==> src/rtl/ctrl_pipe_if.sv <==
// ctrl_pipe_if: groups the signals between the IF/ID register, ctrl_pipe and the EX stage.
//   master: drives the ID-side inputs and receives the ID/EX controls and stall
//           (the IF/ID side plus the EX stage).
//   slave : ctrl_pipe itself.
//   ID-side inputs : id_valid, opcode, funct, rs, rt, hazard, flush
//   ID/EX controls : ALUOp, ExtType, IsImd, IsShift, Link, MemRead, MemWrite,
//                    NotEqual, RegWrite, PCSrc, MdStart, MdSel, md_busy
//   stall          : combinational hold request for the PC and IF/ID
interface ctrl_pipe_if #(
   parameter int unsigned ALUOP_W = 4
);
   logic               id_valid;
   logic [5:0]         opcode;
   logic [5:0]         funct;
   logic [4:0]         rs;
   logic [4:0]         rt;
   logic               hazard;
   logic               flush;
   logic [ALUOP_W-1:0] ALUOp;
   logic               ExtType;
   logic               IsImd;
   logic               IsShift;
   logic               Link;
   logic               MemRead;
   logic               MemWrite;
   logic               NotEqual;
   logic               RegWrite;
   logic [1:0]         PCSrc;
   logic               MdStart;
   logic               MdSel;
   logic               md_busy;
   logic               stall;

   modport master (
      output id_valid, opcode, funct, rs, rt, hazard, flush,
      input  ALUOp, ExtType, IsImd, IsShift, Link, MemRead, MemWrite,
             NotEqual, RegWrite, PCSrc, MdStart, MdSel, md_busy, stall
   );

   modport slave (
      input  id_valid, opcode, funct, rs, rt, hazard, flush,
      output ALUOp, ExtType, IsImd, IsShift, Link, MemRead, MemWrite,
             NotEqual, RegWrite, PCSrc, MdStart, MdSel, md_busy, stall
   );
endinterface

==> src/rtl/ctrl_pipe.sv <==
// ctrl_pipe: ID-stage decode with a registered ID/EX control register, bubble
// insertion, flush, a MULT/DIV occupancy sequencer and structural stall.
//   clk, rst : rising-edge clock, synchronous active-high reset
//   bus      : ctrl_pipe_if.slave (ID-side inputs, ID/EX controls, md_busy, stall)
// Parameters: ALUOP_W (ALUOp width), MULDIV_LAT (MULT/DIV EX occupancy, 2..255).
// Optional macro LOAD_USE_DETECT_EN: adds internal load-use detection (ex_ld/ex_rt
// registers feeding the stall); without it load-use goes through the hazard port.
module ctrl_pipe #(
   parameter int unsigned ALUOP_W    = 4,
   parameter int unsigned MULDIV_LAT = 8
) (
   input  logic         clk,
   input  logic         rst,
   ctrl_pipe_if.slave   bus
);

   localparam int unsigned CNT_W = $clog2(MULDIV_LAT);
   localparam logic [CNT_W-1:0] CNT_LOAD = CNT_W'(MULDIV_LAT - 1);

   // opcodes
   localparam logic [5:0] OP_RTYPE = 6'h00;
   localparam logic [5:0] OP_J     = 6'h02;
   localparam logic [5:0] OP_JAL   = 6'h03;
   localparam logic [5:0] OP_BEQ   = 6'h04;
   localparam logic [5:0] OP_BNE   = 6'h05;
   localparam logic [5:0] OP_ADDI  = 6'h08;
   localparam logic [5:0] OP_ORI   = 6'h0D;
   localparam logic [5:0] OP_LUI   = 6'h0F;
   localparam logic [5:0] OP_LW    = 6'h23;
   localparam logic [5:0] OP_SW    = 6'h2B;
   // R-type funct codes
   localparam logic [5:0] F_SLL  = 6'h00;
   localparam logic [5:0] F_SRL  = 6'h02;
   localparam logic [5:0] F_SRA  = 6'h03;
   localparam logic [5:0] F_JR   = 6'h08;
   localparam logic [5:0] F_MFHI = 6'h10;
   localparam logic [5:0] F_MFLO = 6'h12;
   localparam logic [5:0] F_MULT = 6'h18;
   localparam logic [5:0] F_DIV  = 6'h1A;
   localparam logic [5:0] F_ADD  = 6'h20;
   localparam logic [5:0] F_SUB  = 6'h22;
   localparam logic [5:0] F_AND  = 6'h24;
   localparam logic [5:0] F_OR   = 6'h25;
   localparam logic [5:0] F_SLT  = 6'h2A;
   // ALU operations (0 is reserved for the NOP/bubble encoding)
   localparam logic [ALUOP_W-1:0] ALU_ADD  = ALUOP_W'(1);
   localparam logic [ALUOP_W-1:0] ALU_SUB  = ALUOP_W'(2);
   localparam logic [ALUOP_W-1:0] ALU_AND  = ALUOP_W'(3);
   localparam logic [ALUOP_W-1:0] ALU_OR   = ALUOP_W'(4);
   localparam logic [ALUOP_W-1:0] ALU_SLT  = ALUOP_W'(5);
   localparam logic [ALUOP_W-1:0] ALU_SLL  = ALUOP_W'(6);
   localparam logic [ALUOP_W-1:0] ALU_SRL  = ALUOP_W'(7);
   localparam logic [ALUOP_W-1:0] ALU_SRA  = ALUOP_W'(8);
   localparam logic [ALUOP_W-1:0] ALU_LUI  = ALUOP_W'(9);
   localparam logic [ALUOP_W-1:0] ALU_MFHI = ALUOP_W'(10);
   localparam logic [ALUOP_W-1:0] ALU_MFLO = ALUOP_W'(11);

   typedef struct packed {
      logic [ALUOP_W-1:0] alu_op;
      logic               ext_type;
      logic               is_imd;
      logic               is_shift;
      logic               link;
      logic               mem_read;
      logic               mem_write;
      logic               not_equal;
      logic               reg_write;
      logic [1:0]         pc_src;
      logic               md_start;
      logic               md_sel;
   } ctrl_t;

   typedef enum logic {IDLE, BUSY} md_state_e;

   ctrl_t            dec;
   logic             known;
   logic             md_is;
   logic             md_rd;
   ctrl_t            ctrl_d, ctrl_q;
   md_state_e        state_d, state_q;
   logic [CNT_W-1:0] cnt_d, cnt_q;
   logic             md_busy;
   logic             md_stall;
   logic             lu_stall;
   logic             stall;
   logic             bubble;

   // ---------------- decode ----------------
   always_comb begin
      dec   = '0;
      known = 1'b0;
      md_is = 1'b0;
      md_rd = 1'b0;
      case (bus.opcode)
         OP_RTYPE: begin
            known = 1'b1;
            case (bus.funct)
               F_ADD:  begin dec.alu_op = ALU_ADD; dec.reg_write = 1'b1; end
               F_SUB:  begin dec.alu_op = ALU_SUB; dec.reg_write = 1'b1; end
               F_AND:  begin dec.alu_op = ALU_AND; dec.reg_write = 1'b1; end
               F_OR:   begin dec.alu_op = ALU_OR;  dec.reg_write = 1'b1; end
               F_SLT:  begin dec.alu_op = ALU_SLT; dec.reg_write = 1'b1; end
               F_SLL:  begin dec.alu_op = ALU_SLL; dec.is_shift = 1'b1; dec.reg_write = 1'b1; end
               F_SRL:  begin dec.alu_op = ALU_SRL; dec.is_shift = 1'b1; dec.reg_write = 1'b1; end
               F_SRA:  begin dec.alu_op = ALU_SRA; dec.is_shift = 1'b1; dec.reg_write = 1'b1; end
               F_JR:   dec.pc_src = 2'd3;
               F_MULT: begin dec.md_start = 1'b1; md_is = 1'b1; end
               F_DIV:  begin dec.md_start = 1'b1; dec.md_sel = 1'b1; md_is = 1'b1; end
               F_MFHI: begin dec.alu_op = ALU_MFHI; dec.reg_write = 1'b1; md_rd = 1'b1; end
               F_MFLO: begin dec.alu_op = ALU_MFLO; dec.reg_write = 1'b1; md_rd = 1'b1; end
               default: known = 1'b0;
            endcase
         end
         OP_ADDI: begin known = 1'b1; dec.alu_op = ALU_ADD; dec.is_imd = 1'b1; dec.reg_write = 1'b1; end
         OP_ORI:  begin known = 1'b1; dec.alu_op = ALU_OR;  dec.is_imd = 1'b1; dec.reg_write = 1'b1; end
         OP_LUI:  begin known = 1'b1; dec.alu_op = ALU_LUI; dec.is_imd = 1'b1; dec.reg_write = 1'b1; end
         OP_LW:   begin
            known = 1'b1; dec.alu_op = ALU_ADD; dec.is_imd = 1'b1;
            dec.mem_read = 1'b1; dec.reg_write = 1'b1;
         end
         OP_SW:   begin known = 1'b1; dec.alu_op = ALU_ADD; dec.is_imd = 1'b1; dec.mem_write = 1'b1; end
         OP_BEQ:  begin known = 1'b1; dec.alu_op = ALU_SUB; dec.pc_src = 2'd1; end
         OP_BNE:  begin known = 1'b1; dec.alu_op = ALU_SUB; dec.pc_src = 2'd1; dec.not_equal = 1'b1; end
         OP_J:    begin known = 1'b1; dec.pc_src = 2'd2; end
         OP_JAL:  begin known = 1'b1; dec.pc_src = 2'd2; dec.link = 1'b1; dec.reg_write = 1'b1; end
         default: known = 1'b0;
      endcase
      // undefined encodings must stay all-zero, so ExtType is gated by a legal decode
      dec.ext_type = known & (bus.opcode != OP_ORI);
   end

   // ---------------- load-use detection ----------------
`ifdef LOAD_USE_DETECT_EN
   logic       ex_ld_d, ex_ld_q;
   logic [4:0] ex_rt_d, ex_rt_q;
   logic       uses_rs;
   logic       uses_rt;

   always_comb begin
      uses_rs = 1'b0;
      uses_rt = 1'b0;
      case (bus.opcode)
         OP_RTYPE: begin
            case (bus.funct)
               F_ADD, F_SUB, F_AND, F_OR, F_SLT, F_MULT, F_DIV: begin
                  uses_rs = 1'b1;
                  uses_rt = 1'b1;
               end
               F_SLL, F_SRL, F_SRA: uses_rt = 1'b1;
               F_JR:                uses_rs = 1'b1;
               default: ;
            endcase
         end
         OP_ADDI, OP_ORI, OP_LW: uses_rs = 1'b1;
         OP_BEQ, OP_BNE, OP_SW: begin
            uses_rs = 1'b1;
            uses_rt = 1'b1;
         end
         default: ;
      endcase
   end

   always_comb begin
      lu_stall = bus.id_valid & ex_ld_q & (ex_rt_q != '0) &
                 ((uses_rs & (bus.rs == ex_rt_q)) | (uses_rt & (bus.rt == ex_rt_q)));
   end

   // a bubble clears ex_ld, which is what limits the stall to one cycle per load
   always_comb begin
      ex_ld_d = bubble ? 1'b0 : dec.mem_read;
      ex_rt_d = bubble ? ex_rt_q : bus.rt;
   end

   always_ff @(posedge clk) begin
      if (rst) begin
         ex_ld_q <= 1'b0;
         ex_rt_q <= '0;
      end else begin
         ex_ld_q <= ex_ld_d;
         ex_rt_q <= ex_rt_d;
      end
   end
`else
   logic unused_regs;
   assign unused_regs = ^{bus.rs, bus.rt};

   always_comb begin
      lu_stall = 1'b0;
   end
`endif

   // ---------------- stall / bubble ----------------
   always_comb begin
      md_stall = bus.id_valid & (md_is | md_rd) & md_busy;
      stall    = (md_stall | lu_stall) & ~bus.flush;
      bubble   = ~bus.id_valid | bus.hazard | bus.flush | stall;
      ctrl_d   = bubble ? '0 : dec;
   end

   // ---------------- ID/EX register ----------------
   always_ff @(posedge clk) begin
      if (rst) begin
         ctrl_q <= '0;
      end else begin
         ctrl_q <= ctrl_d;
      end
   end

   // ---------------- MULT/DIV sequencer ----------------
   always_ff @(posedge clk) begin
      if (rst) begin
         state_q <= IDLE;
         cnt_q   <= '0;
      end else begin
         state_q <= state_d;
         cnt_q   <= cnt_d;
      end
   end

   always_comb begin
      state_d = state_q;
      cnt_d   = cnt_q;
      case (state_q)
         IDLE: begin
            if (md_is && !bubble) begin
               state_d = BUSY;
               cnt_d   = CNT_LOAD;
            end
         end
         BUSY: begin
            if (cnt_q == CNT_W'(1)) begin
               state_d = IDLE;
               cnt_d   = '0;
            end else begin
               cnt_d = cnt_q - CNT_W'(1);
            end
         end
         default: begin
            state_d = IDLE;
            cnt_d   = '0;
         end
      endcase
   end

   always_comb begin
      md_busy = (state_q == BUSY);
   end

   // ---------------- outputs ----------------
   always_comb begin
      bus.ALUOp    = ctrl_q.alu_op;
      bus.ExtType  = ctrl_q.ext_type;
      bus.IsImd    = ctrl_q.is_imd;
      bus.IsShift  = ctrl_q.is_shift;
      bus.Link     = ctrl_q.link;
      bus.MemRead  = ctrl_q.mem_read;
      bus.MemWrite = ctrl_q.mem_write;
      bus.NotEqual = ctrl_q.not_equal;
      bus.RegWrite = ctrl_q.reg_write;
      bus.PCSrc    = ctrl_q.pc_src;
      bus.MdStart  = ctrl_q.md_start;
      bus.MdSel    = ctrl_q.md_sel;
      bus.md_busy  = md_busy;
      bus.stall    = stall;
   end

endmodule

==> src/flat_wrapper.sv <==
// flat-port wrapper written by rule: the top's interface ports become plain ports
module ctrl_pipe_flat 
#(
   parameter int unsigned ALUOP_W    = 4,
   parameter int unsigned MULDIV_LAT = 8
)
  (clk, rst, bus_id_valid, bus_opcode, bus_funct, bus_rs, bus_rt, bus_hazard, bus_flush, bus_ALUOp, bus_ExtType, bus_IsImd, bus_IsShift, bus_Link, bus_MemRead, bus_MemWrite, bus_NotEqual, bus_RegWrite, bus_PCSrc, bus_MdStart, bus_MdSel, bus_md_busy, bus_stall);
  ctrl_pipe_if #(.ALUOP_W(ALUOP_W)) bus_i ();
  input  logic clk;
  input  logic rst;
  input wire logic [$bits(bus_i.id_valid)-1:0] bus_id_valid;
  input wire logic [$bits(bus_i.opcode)-1:0] bus_opcode;
  input wire logic [$bits(bus_i.funct)-1:0] bus_funct;
  input wire logic [$bits(bus_i.rs)-1:0] bus_rs;
  input wire logic [$bits(bus_i.rt)-1:0] bus_rt;
  input wire logic [$bits(bus_i.hazard)-1:0] bus_hazard;
  input wire logic [$bits(bus_i.flush)-1:0] bus_flush;
  output wire logic [$bits(bus_i.ALUOp)-1:0] bus_ALUOp;
  output wire logic [$bits(bus_i.ExtType)-1:0] bus_ExtType;
  output wire logic [$bits(bus_i.IsImd)-1:0] bus_IsImd;
  output wire logic [$bits(bus_i.IsShift)-1:0] bus_IsShift;
  output wire logic [$bits(bus_i.Link)-1:0] bus_Link;
  output wire logic [$bits(bus_i.MemRead)-1:0] bus_MemRead;
  output wire logic [$bits(bus_i.MemWrite)-1:0] bus_MemWrite;
  output wire logic [$bits(bus_i.NotEqual)-1:0] bus_NotEqual;
  output wire logic [$bits(bus_i.RegWrite)-1:0] bus_RegWrite;
  output wire logic [$bits(bus_i.PCSrc)-1:0] bus_PCSrc;
  output wire logic [$bits(bus_i.MdStart)-1:0] bus_MdStart;
  output wire logic [$bits(bus_i.MdSel)-1:0] bus_MdSel;
  output wire logic [$bits(bus_i.md_busy)-1:0] bus_md_busy;
  output wire logic [$bits(bus_i.stall)-1:0] bus_stall;
  assign bus_i.id_valid = bus_id_valid;
  assign bus_i.opcode = bus_opcode;
  assign bus_i.funct = bus_funct;
  assign bus_i.rs = bus_rs;
  assign bus_i.rt = bus_rt;
  assign bus_i.hazard = bus_hazard;
  assign bus_i.flush = bus_flush;
  assign bus_ALUOp = bus_i.ALUOp;
  assign bus_ExtType = bus_i.ExtType;
  assign bus_IsImd = bus_i.IsImd;
  assign bus_IsShift = bus_i.IsShift;
  assign bus_Link = bus_i.Link;
  assign bus_MemRead = bus_i.MemRead;
  assign bus_MemWrite = bus_i.MemWrite;
  assign bus_NotEqual = bus_i.NotEqual;
  assign bus_RegWrite = bus_i.RegWrite;
  assign bus_PCSrc = bus_i.PCSrc;
  assign bus_MdStart = bus_i.MdStart;
  assign bus_MdSel = bus_i.MdSel;
  assign bus_md_busy = bus_i.md_busy;
  assign bus_stall = bus_i.stall;
  ctrl_pipe #(.ALUOP_W(ALUOP_W), .MULDIV_LAT(MULDIV_LAT)) u_core (.clk(clk), .rst(rst), .bus(bus_i));
endmodule
==> config.mk <==
export PLATFORM = sky130hd
export DESIGN_NAME = ctrl_pipe_flat
export DESIGN_NICKNAME = d
export VERILOG_FILES = /design/src/rtl/ctrl_pipe_if.sv /design/src/rtl/ctrl_pipe.sv /design/src/flat_wrapper.sv
export SDC_FILE = /design/constraint.sdc
export NUM_CORES = 1
export LEC_CHECK = 0
export ABC_AREA = 1
export CORE_ASPECT_RATIO = 1.1
export CORE_UTILIZATION = 35
export CTS_CLUSTER_DIAMETER = 80
export CTS_CLUSTER_SIZE = 10
export DETAILED_ROUTE_END_ITERATION = 8
export PLACE_DENSITY = 0.67
export SLEW_MARGIN = 0
export SYNTH_ARGS = -nofsm -noshare
export SYNTH_HDL_FRONTEND = slang
export SYNTH_SLANG_ARGS = --single-unit
==> constraint.sdc <==
create_clock -name clk -period 2.69 [get_ports clk]
set_input_delay 0.4035 -clock clk [delete_from_list [all_inputs] [get_ports clk]]
set_output_delay 0.4035 -clock clk [all_outputs]
set_load 0.01 [all_outputs]
# Word level (Yosys, flattened, before mapping)
# Cells that the tools add are included.
# classes
n_reduce_logical	17
n_eq_ne	24
bitwise	12
muxes	25
addsub	1
# ops
op	count
$eq A6 B6 Y1 const B	7
$pmux W4 S10	1
$eq A6 B2 Y1 const B	4
$eq A6 B4 Y1 const B	4
$eq A6 B5 Y1 const B	4
$pmux W4 S5	1
$mux W1	15
$reduce_or A13 Y1	1
$eq A6 B3 Y1 const B	2
$logic_not A6 Y1	2
$reduce_or A10 Y1	1
$reduce_or A2 Y1	5
$reduce_or A5 Y1	2
$reduce_or A3 Y1	3
$reduce_or A9 Y1	1
$mux W3	2
$ne A6 B4 Y1 const B	1
$pmux W1 S2	3
$pmux W2 S3	1
$pmux W3 S2	1
$and A1 B1 Y1	4
$not A1 Y1	4
$or A1 B1 Y1	4
$eq A3 B1 Y1 const B	1
5 further kinds	5
# word_totals
out_inout_bits	18
inputBits	27
ff_bits	20

# Longest topological paths before layout
# logic_depth
depth_word	13
ltp_mapped	8
depth_no_buf	8

# Worst setup path before layout
# Ideal clock, no wire load.
# synth_timing
path_kind	input port to output port
startpoint	in bus_opcode[5]
endpoint	out bus_stall
n_path_buf	0
t_arrival_ns	1.018
slack_ns	1.268
t_required_ns	2.287
stages	5
cell_sequence	nor2_4 -> nand2_2 -> nor2_8 -> nand3_4 -> inv_1
# synth_between
elab_chain_len	6
elab_cells_between_ends	7
classes_between	mux: 2; bitwise: 4; reduce/logical: 1
# synth_lines
element	line	text
start, declared	flat_wrapper.sv:12	input wire logic [$bits(bus_i.opcode)-1:0] bus_opcode;
$logic_not A6 Y1 *	ctrl_pipe.sv:94	case (bus.opcode)
$mux W1	ctrl_pipe.sv:94	
$or A1 B1 Y1 *	ctrl_pipe.sv:194	md_stall = bus.id_valid & (md_is | md_rd) & md_busy;
$and A1 B1 Y1 * (2 in a row)	ctrl_pipe.sv:194	
$and A1 B1 Y1 *	ctrl_pipe.sv:195	stall = (md_stall | lu_stall) & ~bus.flush;
end, declared	flat_wrapper.sv:31	output wire logic [$bits(bus_i.stall)-1:0] bus_stall;
# Mark *: on every way between the ends. The rest lies on a longest branch, timed or not.

# Worst setup path after layout
# layout_timing
startpoint	in bus_opcode[3]
endpoint	out bus_stall
# The elaborated chain is that of the path after synthesis.

==> run metrics <==
final hold violations 0; number of synthesized register bits 20; cell count after synthesis 163; # DRC 0; period utilization roughly 90%; CTS root buffer clkbuf_4; Synth Area in Compound Gates between 7 and 8%; clk_skew roughly 0.52 ps; Setup WS pre-CTS slightly below 200 ps; CP required approximately 2300 ps; Min-Delay Path Class reg -> reg; FP Rows 21; Die Wd around 56 µm; slew margin rel. between 70% and 80%; FMAX 401 MHz; most frequent cells in the layout clkdlybuf4s50_1, inv_1, nand3_1, nor2_1; Die H between 60 and 70 µm; Pins Over Slew Limit 0; commonest non-fill, non-tap cell in the layout clkdlybuf4s50_1; Tot Pwr roughly 620 µW; power per cell area roughly 400 mW/mm²; diode count 0; largest family of logic cells by synthesized area simple AND/OR/NAND/NOR gates; synth unique cells 26; vias in the first global route between 1,000 and 1,500; global route overflow 0; Synth area leaders dfxtp_1, nand3_1, inv_1; placed cells 231; share of cells above drive strength 1 8.96%; Worst EP arrival 2090 ps; DR pass1 iterations 4; syn_nets ~190; port bufs 34; H-tree depth 1; gp weighted congestion approximately 0.86; worst vdd rail ir drop 0.000309 V; Layout Cells excl Fill 235; CTS sink cnt 20; number of flops mapped to enable cells by yosys 0; post-cts hold buffer count 0; post-synth top area cell dfxtp_1; largest net degree at the start of global routing 13; status completed; CTS tree yes; worst setup path category in -> out; dpl hpwl between 2000 and 2500 µm; Avg Cell Area, Syn a little under 7 µm²; P_leak 0.703 nW; Synth Cell Area approximately 0.0011 mm²; final worst slack ~200 ps; antenna-violating nets left 0; Tightest Pin Transition 393 ps; Post-CTS Resized 0; DRT Wirelength 2580 µm; Final setup violation count 0; DP Area about 0.0015 mm²; crit start category input port; max-cap violation count 0; sequential area share after synthesis about 36%; antenna violations before repair 0; Die ar. about 0.0035 mm²; vias 1,177; DR iter-0 viols 25; P&R area growth vs syn 38.6%; adder-cell share of the synthesized area 2.22%; routed wire length per instance around 11 µm; Yosys Warn Count 0; Clock Path Buffers 2; TritonCTS buffer count 3; minimum clock period between 2000 and 2500 ps; post-CTS setup buffers 0; core box area 0.00305 mm²; RSZ-0062 raised after global routing false; drt via density around 5; GR Util All Layers between 10% and 20%; area share of the largest cell type after synthesis between 30% and 40%; simple-gate share of the synthesized area ~45%; Layout Nets 231; IO Pins 45; clock latency on the worst-skew pair ~300 ps; global-route wire length before repair between 4000 and 5000 µm; post-route cell area roughly 0.0016 mm²; Reg clk slew, reported paths 110 ps; Starting Density around 37%; Fin Setup TNS 0 ps; post-layout util 51.3%; worst hold slack 543 ps; ys flop type dfxtp_1; ys async rst share 0%; Worst Path Max Fanout 8; mux cell area share after synthesis 0%; CP endpoint kind primary output; xor and xnor fraction of the mapped netlist area 0%
## registers in the layout, indices dropped and copies added, names as in the netlist
name / count
u_core.bus.ALUOp: 4
u_core.cnt_q: 3
u_core.bus.PCSrc: 2
u_core.bus.ExtType: 1
u_core.bus.IsImd: 1
u_core.bus.IsShift: 1
u_core.bus.Link: 1
u_core.bus.MdSel: 1
u_core.bus.MdStart: 1
u_core.bus.MemRead: 1
u_core.bus.MemWrite: 1
u_core.bus.NotEqual: 1
u_core.bus.RegWrite: 1
u_core.bus.md_busy: 1
## final timing paths
kind | depth (start not counted) | startpoint | to | slack (ps)
worst max-delay path | 7 | bus_opcode[3] | bus_stall | 200
worst min-delay path | 2 | u_core.bus.md_busy | u_core.bus.md_busy | 540
worst max register to register | 7 | u_core.bus.md_busy | u_core.bus.IsShift | 1350
worst min register to register | 2 | u_core.bus.md_busy | u_core.bus.md_busy | 540
## per-layer routing
metal / GRT usage (%) / wire length (µm)
met5: 0 / 0
met1: 19.3 / 1060
met3: 2.94 / 153
met2: 30.4 / 1340
met4: 4.18 / 25
## cell families (layout without fill, tap and decap cells)
logic type,Yosys count,in the layout
AOI/OAI and AO/OA,16,16
adders and majority gates,2,2
DFF,20,20
buffers and inverters,29,67
and+or+nand+nor,96,96
## cells in the mapped netlist, types with 2 or more instances
master / number
nand2_1: 20
ha_1: 2
nor2_2: 2
inv_1: 27
a21oi_1: 10
nand3_1: 27
nand4_1: 2
nand3_4: 2
dfxtp_1: 20
nor3_1: 6
o21ai_0: 2
nor2_1: 27
nor3_2: 3
## where the power goes
part           leakage, nW  internal [mW]  switching [mW]
Combinational        0.514         0.0351          0.0470
Sequential           0.161          0.296        0.000106
Clock               0.0279          0.151          0.0957
## final cells by class
type	instances	area, µm²
timing repair buffer	34	340
multi-input combinational	114	616
fill	294	1490
clock buffer	3	22.5
sequential	20	400
tap	34	42.5
inverter	29	111
clock inverter	1	30.0
## worst max-delay path, cell delays in order
cell and delay (ps):
clkdlybuf4s50_1 470, nor2_2 220, inv_2 110, nor2_8 170
nand3_4 110, inv_1 80, clkdlybuf4s50_1 530
No activity file was read; power rests on OpenSTA's default activity.
==> edit 1: new RTL, same flow settings <==
The option `LOAD_USE_DETECT_EN` is turned on by a define.
--- a/src/rtl/ctrl_pipe.sv
+++ b/src/rtl/ctrl_pipe.sv
@@ -5,6 +5,8 @@
 // Parameters: ALUOP_W (ALUOp width), MULDIV_LAT (MULT/DIV EX occupancy, 2..255).
 // Optional macro LOAD_USE_DETECT_EN: adds internal load-use detection (ex_ld/ex_rt
 // registers feeding the stall); without it load-use goes through the hazard port.
+`define LOAD_USE_DETECT_EN
+
 module ctrl_pipe #(
    parameter int unsigned ALUOP_W    = 4,
    parameter int unsigned MULDIV_LAT = 8
Check against the original RTL: not equivalent (Yosys sat finds a counterexample within 4 cycles, from zero or initial values and one cycle with rst high).
==> edit 1 against the original RTL <==
- wire length grew 48%
- die area grew 38%
- synthesized area grew 39%
- power grew 20%
- final area grew 56%
- worst setup slack gained 0.070 ns
- sequential cell count grew 5
- non-clock buffer count grew 50
- clock power shrank 7%
==> edit 1: results (changes against the original RTL) <==
The sum of net half-perimeters after detailed placement came out at 3.16 mm (+52%). The mean instance size in the synthesized netlist is 6.65 um2 (-3.8%). By area the synthesized netlist is led by sky130_fd_sc_hd__dfxtp_1 32%, sky130_fd_sc_hd__nand2_1 11%, sky130_fd_sc_hd__inv_1 8.6%. The proportion of power drawn by the clock network is 30.4% (-9.0 points). The wire length of the first global-routing pass came out at 6.51 mm (+46%).

The synthesized netlist net count came out at 265 (+38%). The arithmetic-cell share of the synthesized area counting full adders, half adders and majority gates is 1.59% (-0.63 points). The via density per instance is 4.66 (-7.0%). The maximum count of clock buffers along a single path came out at 2 (unchanged). The synthesized-area fraction occupied by xor and xnor cells was 3.90% (+3.9 points). The complex-gate fraction of the synthesized area came out at 8.76% (+1.1 points).

The count of buffers inserted at the top-level ports is 44 (+29%). Ranked by flip-flop count, first place goes to u_core.ex_rt_q. The family with the most delay on the worst path is simple AND/OR/NAND/NOR gates. The relative slew slack came out at 69.9% (-3.8 points).

The run finished with clean final reports. The global-route track usage on met3 came out at 1.42% (-1.5 points). The count of unique library cells instantiated by Yosys was 30 (+15%). The placement-stage worst setup slack came out at -0.207 ns (-0.404 ns). The global routing usage summed across all routing layers came out at 17.3% (+1.2 points). The setup skew after layout was 0.00627 ns (+0.00575 ns).

The number of inserted filler cells in the final layout is 420 (+43%). The via count of the first global-routing pass came to 1579 (+50%). The final weighted congestion of routability-driven global placement is 0.849 (-1.8%).

The count of routing violations after the opening detailed-route iteration is 72 (+190%). The cell internal power dissipation was 554 uW (+15%). The share of synthesized area occupied by flip-flops and latches came out at 31.9% (-3.6 points).

The reported sequential group power is 376 uW (+27%). The met1 global-route usage is 22.2% (+2.9 points). The worst hold margin is 0.491 ns (-0.0523 ns). The clock input transition at the sequential cells of the worst setup and hold paths came to 0.09 ns (-0.02 ns). The cell total after placement is 371 (+61%).

The register-to-register path setup slack came out at 0.85 ns (-0.50 ns). The detail-routed net length per standard cell came out at 10.2 um (-7.3%). The final net count is 351 (+52%). The total of cells resized after clock tree synthesis came out at 11 (+11). The insertion delay of the later-clocked pin in the worst-skew pair came out at 0.27 ns (-0.03 ns). The via count came out at 1747 (+48%). The maximum fanout along the worst path is 6 (-2).

The first-pass detailed-route iteration total was 4 (unchanged). The summed area of non-filler cells in the final layout was 2430 um2 (+56%). Clock tree synthesis selected as its root buffer the cell sky130_fd_sc_hd__clkbuf_8. The ratio of cells with drive above 1 in the final layout came out at 22.1% (+13 points). The flip-flop count of the largest register, all copies and words added is 5 (+1).
[edit 1: cell count changes after synthesis, moves of 3 or more]
cell | unedited run | this run
sky130_fd_sc_hd__nand2_1 | 20 | 46
sky130_fd_sc_hd__dfxtp_1 | 20 | 25
sky130_fd_sc_hd__xor2_1 | 0 | 6
sky130_fd_sc_hd__nor2_2 | 2 | 10
sky130_fd_sc_hd__inv_1 | 27 | 36
sky130_fd_sc_hd__a21oi_1 | 10 | 14
sky130_fd_sc_hd__a21oi_2 | 0 | 3
sky130_fd_sc_hd__nand4_1 | 2 | 12
sky130_fd_sc_hd__nor3_2 | 3 | 0
sky130_fd_sc_hd__nand3_1 | 27 | 24
[edit 1: metal layers]
metal	vias up	part of all wire [%]
li1	940	-
met1	772	47
met2	33	49
met3	2	2.8
met4	0	0.76
met5	-	0
[edit 1: final timing paths]
kind | startpoint | to | depth (start not counted)
max reg2reg | u_core.ex_rt_q[1]$_SDFFE_PP0N_ | u_core.bus.ALUOp[0]$_SDFF_PP0_ | 12
max | bus_funct[5] | bus_stall | 14
min | u_core.ex_rt_q[1]$_SDFFE_PP0N_ | u_core.ex_rt_q[1]$_SDFFE_PP0N_ | 2
min reg2reg | u_core.ex_rt_q[1]$_SDFFE_PP0N_ | u_core.ex_rt_q[1]$_SDFFE_PP0N_ | 2
[edit 1: per-stage QoR]
| stage | total power, mW | TNS (ns) |
|---|---|---|
| floorplan | 0.445 | 0 |
| global placement | 0.527 | -0.208 |
| detailed placement | 0.528 | -0.207 |
| CTS | 0.759 | 0 |
| global route | 0.792 | 0 |
| finish | 0.752 | 0 |
[edit 1: cell type report]
class                   count  area share, %
multi-input cells         169           38.3
repair buffers             84           30.1
flip-flops and latches     25           20.6
inverters                  39           6.23
well taps                  54           2.78
clock buffers               3           1.70
clock inverters             1          0.309
==> edit 2: new RTL, same flow settings <==
Made on the original files. `MULDIV_LAT` is set to 8 in 2 places; all go to 4.
--- a/src/rtl/ctrl_pipe.sv
+++ b/src/rtl/ctrl_pipe.sv
@@ -7,7 +7,7 @@
 // registers feeding the stall); without it load-use goes through the hazard port.
 module ctrl_pipe #(
    parameter int unsigned ALUOP_W    = 4,
-   parameter int unsigned MULDIV_LAT = 8
+   parameter int unsigned MULDIV_LAT = 4
 ) (
    input  logic         clk,
    input  logic         rst,
--- a/src/flat_wrapper.sv
+++ b/src/flat_wrapper.sv
@@ -2,7 +2,7 @@
 module ctrl_pipe_flat 
 #(
    parameter int unsigned ALUOP_W    = 4,
-   parameter int unsigned MULDIV_LAT = 8
+   parameter int unsigned MULDIV_LAT = 4
 )
   (clk, rst, bus_id_valid, bus_opcode, bus_funct, bus_rs, bus_rt, bus_hazard, bus_flush, bus_ALUOp, bus_ExtType, bus_IsImd, bus_IsShift, bus_Link, bus_MemRead, bus_MemWrite, bus_NotEqual, bus_RegWrite, bus_PCSrc, bus_MdStart, bus_MdSel, bus_md_busy, bus_stall);
   ctrl_pipe_if #(.ALUOP_W(ALUOP_W)) bus_i ();
Formal check against the unedited RTL: not equivalent (Yosys sat finds a counterexample within 10 cycles, from zero or initial values and one cycle with rst high).
==> edit 2 against the original RTL <==
- first-iteration DRC count is 4.0% higher
- worst setup slack got worse by 0.044 ns
- synthesized area is 4.7% lower
- sequential share of layout area hardly changed
- wire length fell by 4.4%
- core utilization grew 0.70 points
- critical path depth increased by 1
- final area fell by 5.1%
- sequential cell count is 1 lower
- die area fell by 4.5%
- power shrank 21%
- clock skew hardly changed
- synthesized cell count up 1.8%
- largest power group unchanged
- highest routed layer unchanged
==> edit 2: results (changes against the original RTL) <==
The data arrival time of the critical path came out at 2.13 ns (+0.04 ns). The maximum fanout along the worst path was 4 (-4). The register share of total power came to 57.0% (+9.6 points).

The clock input transition at the sequential cells of the worst setup and hold paths came out at 0.09 ns (-0.02 ns). By count the netlist is led by 39 x sky130_fd_sc_hd__nor2_1, 27 x sky130_fd_sc_hd__inv_1, 26 x sky130_fd_sc_hd__nand3_1. The insertion delay of the later-clocked pin in the worst-skew pair was 0.28 ns (-0.02 ns). The switching portion of total power is 24.2% (+1.4 points).

The via count is 1130 (-4.0%). The complex-gate fraction of the synthesized area is 5.36% (-2.3 points). The flow ran to the end, and the final reports show no timing, DRC or antenna violations. The overall routed net length came out at 2.47 mm (-4.4%). The share of synthesized area occupied by flip-flops and latches is 35.4% (-0.13 points). The leakage power summed over all cells was 0.674 nW (-4.1%). The clock-net power was 132 uW (-46%). The largest net degree at the start of global routing is 11 (-2). The wire length of the first global-routing pass came to 4.18 mm (-5.9%). The count of unique library cells instantiated by Yosys is 22 (-15%). By area the synthesized netlist is led by sky130_fd_sc_hd__dfxtp_1 35%, sky130_fd_sc_hd__nor2_1 14%, sky130_fd_sc_hd__nand3_1 12%. The placed cell area came out at 1460 um2 (-3.6%). The ratio of cells with drive above 1 in the final layout came out at 9.80% (+0.85 points). The mean instance size in the synthesized netlist is 6.47 um2 (-6.4%). The sum of net half-perimeters after detailed placement is 2.11 mm (+1.5%).

The global routing usage summed across all routing layers came out at 17.5% (+1.4 points). The synthesized netlist net count came to 194 (+1.0%). The final weighted congestion of routability-driven global placement is 0.887 (+2.6%).

The placement-stage worst setup slack is 0.148 ns (-0.0482 ns). The final net count is 233 (+0.87%). The via count of the first global-routing pass came out at 1025 (-2.8%).
-- edit 2: final timing paths --
path | from | endpoint | slack [ns] | cells after the start
max | bus_funct[4] | bus_stall | 0.15 | 8
max reg2reg | u_core.bus.md_busy$_SDFF_PP0_ | u_core.bus.IsShift$_SDFF_PP0_ | 1.55 | 7
min reg2reg | u_core.cnt_q[1]$_SDFFE_PP0P_ | u_core.cnt_q[1]$_SDFFE_PP0P_ | 0.55 | 4
min | u_core.cnt_q[1]$_SDFFE_PP0P_ | u_core.cnt_q[1]$_SDFFE_PP0P_ | 0.55 | 4
-- edit 2: worst register-to-register path, stage by stage, from the launching register on --
cell and delay [ns]:
sky130_fd_sc_hd__dfxtp_1 0.34, sky130_fd_sc_hd__inv_1 0.12, sky130_fd_sc_hd__nor2_1 0.08, sky130_fd_sc_hd__nand3_2 0.10
sky130_fd_sc_hd__nand2_2 0.07, sky130_fd_sc_hd__nor2_4 0.19, sky130_fd_sc_hd__nand2_2 0.08, sky130_fd_sc_hd__a21oi_1 0.12
-- edit 2: cell families (layout without fill, tap and decap cells) --
logic type	Yosys count	in the layout
buffers and inverters	30	68
AND/OR/NAND/NOR	105	105
adder cells (fa/ha/maj)	1	1
flip-flops	19	19
AO/OA/AOI/OAI	11	11
-- edit 2: cell type report --
| class | count | area [um2] |
|---|---|---|
| clock buffers | 4 | 26.3 |
| multi-input cells | 117 | 574 |
| well taps | 33 | 41.3 |
| flip-flops and latches | 19 | 380 |
| inverters | 30 | 120 |
| repair buffers | 34 | 340 |
| fillers | 301 | 1370 |
-- edit 2: per-layer routing --
| layer | GRT usage (%) | part of all wire, % |
|---|---|---|
| met1 | 21.2 | 44 |
| met2 | 29.3 | 50 |
| met3 | 2.29 | 4.6 |
| met4 | 8.79 | 1.5 |
| met5 | 0 | 0 |
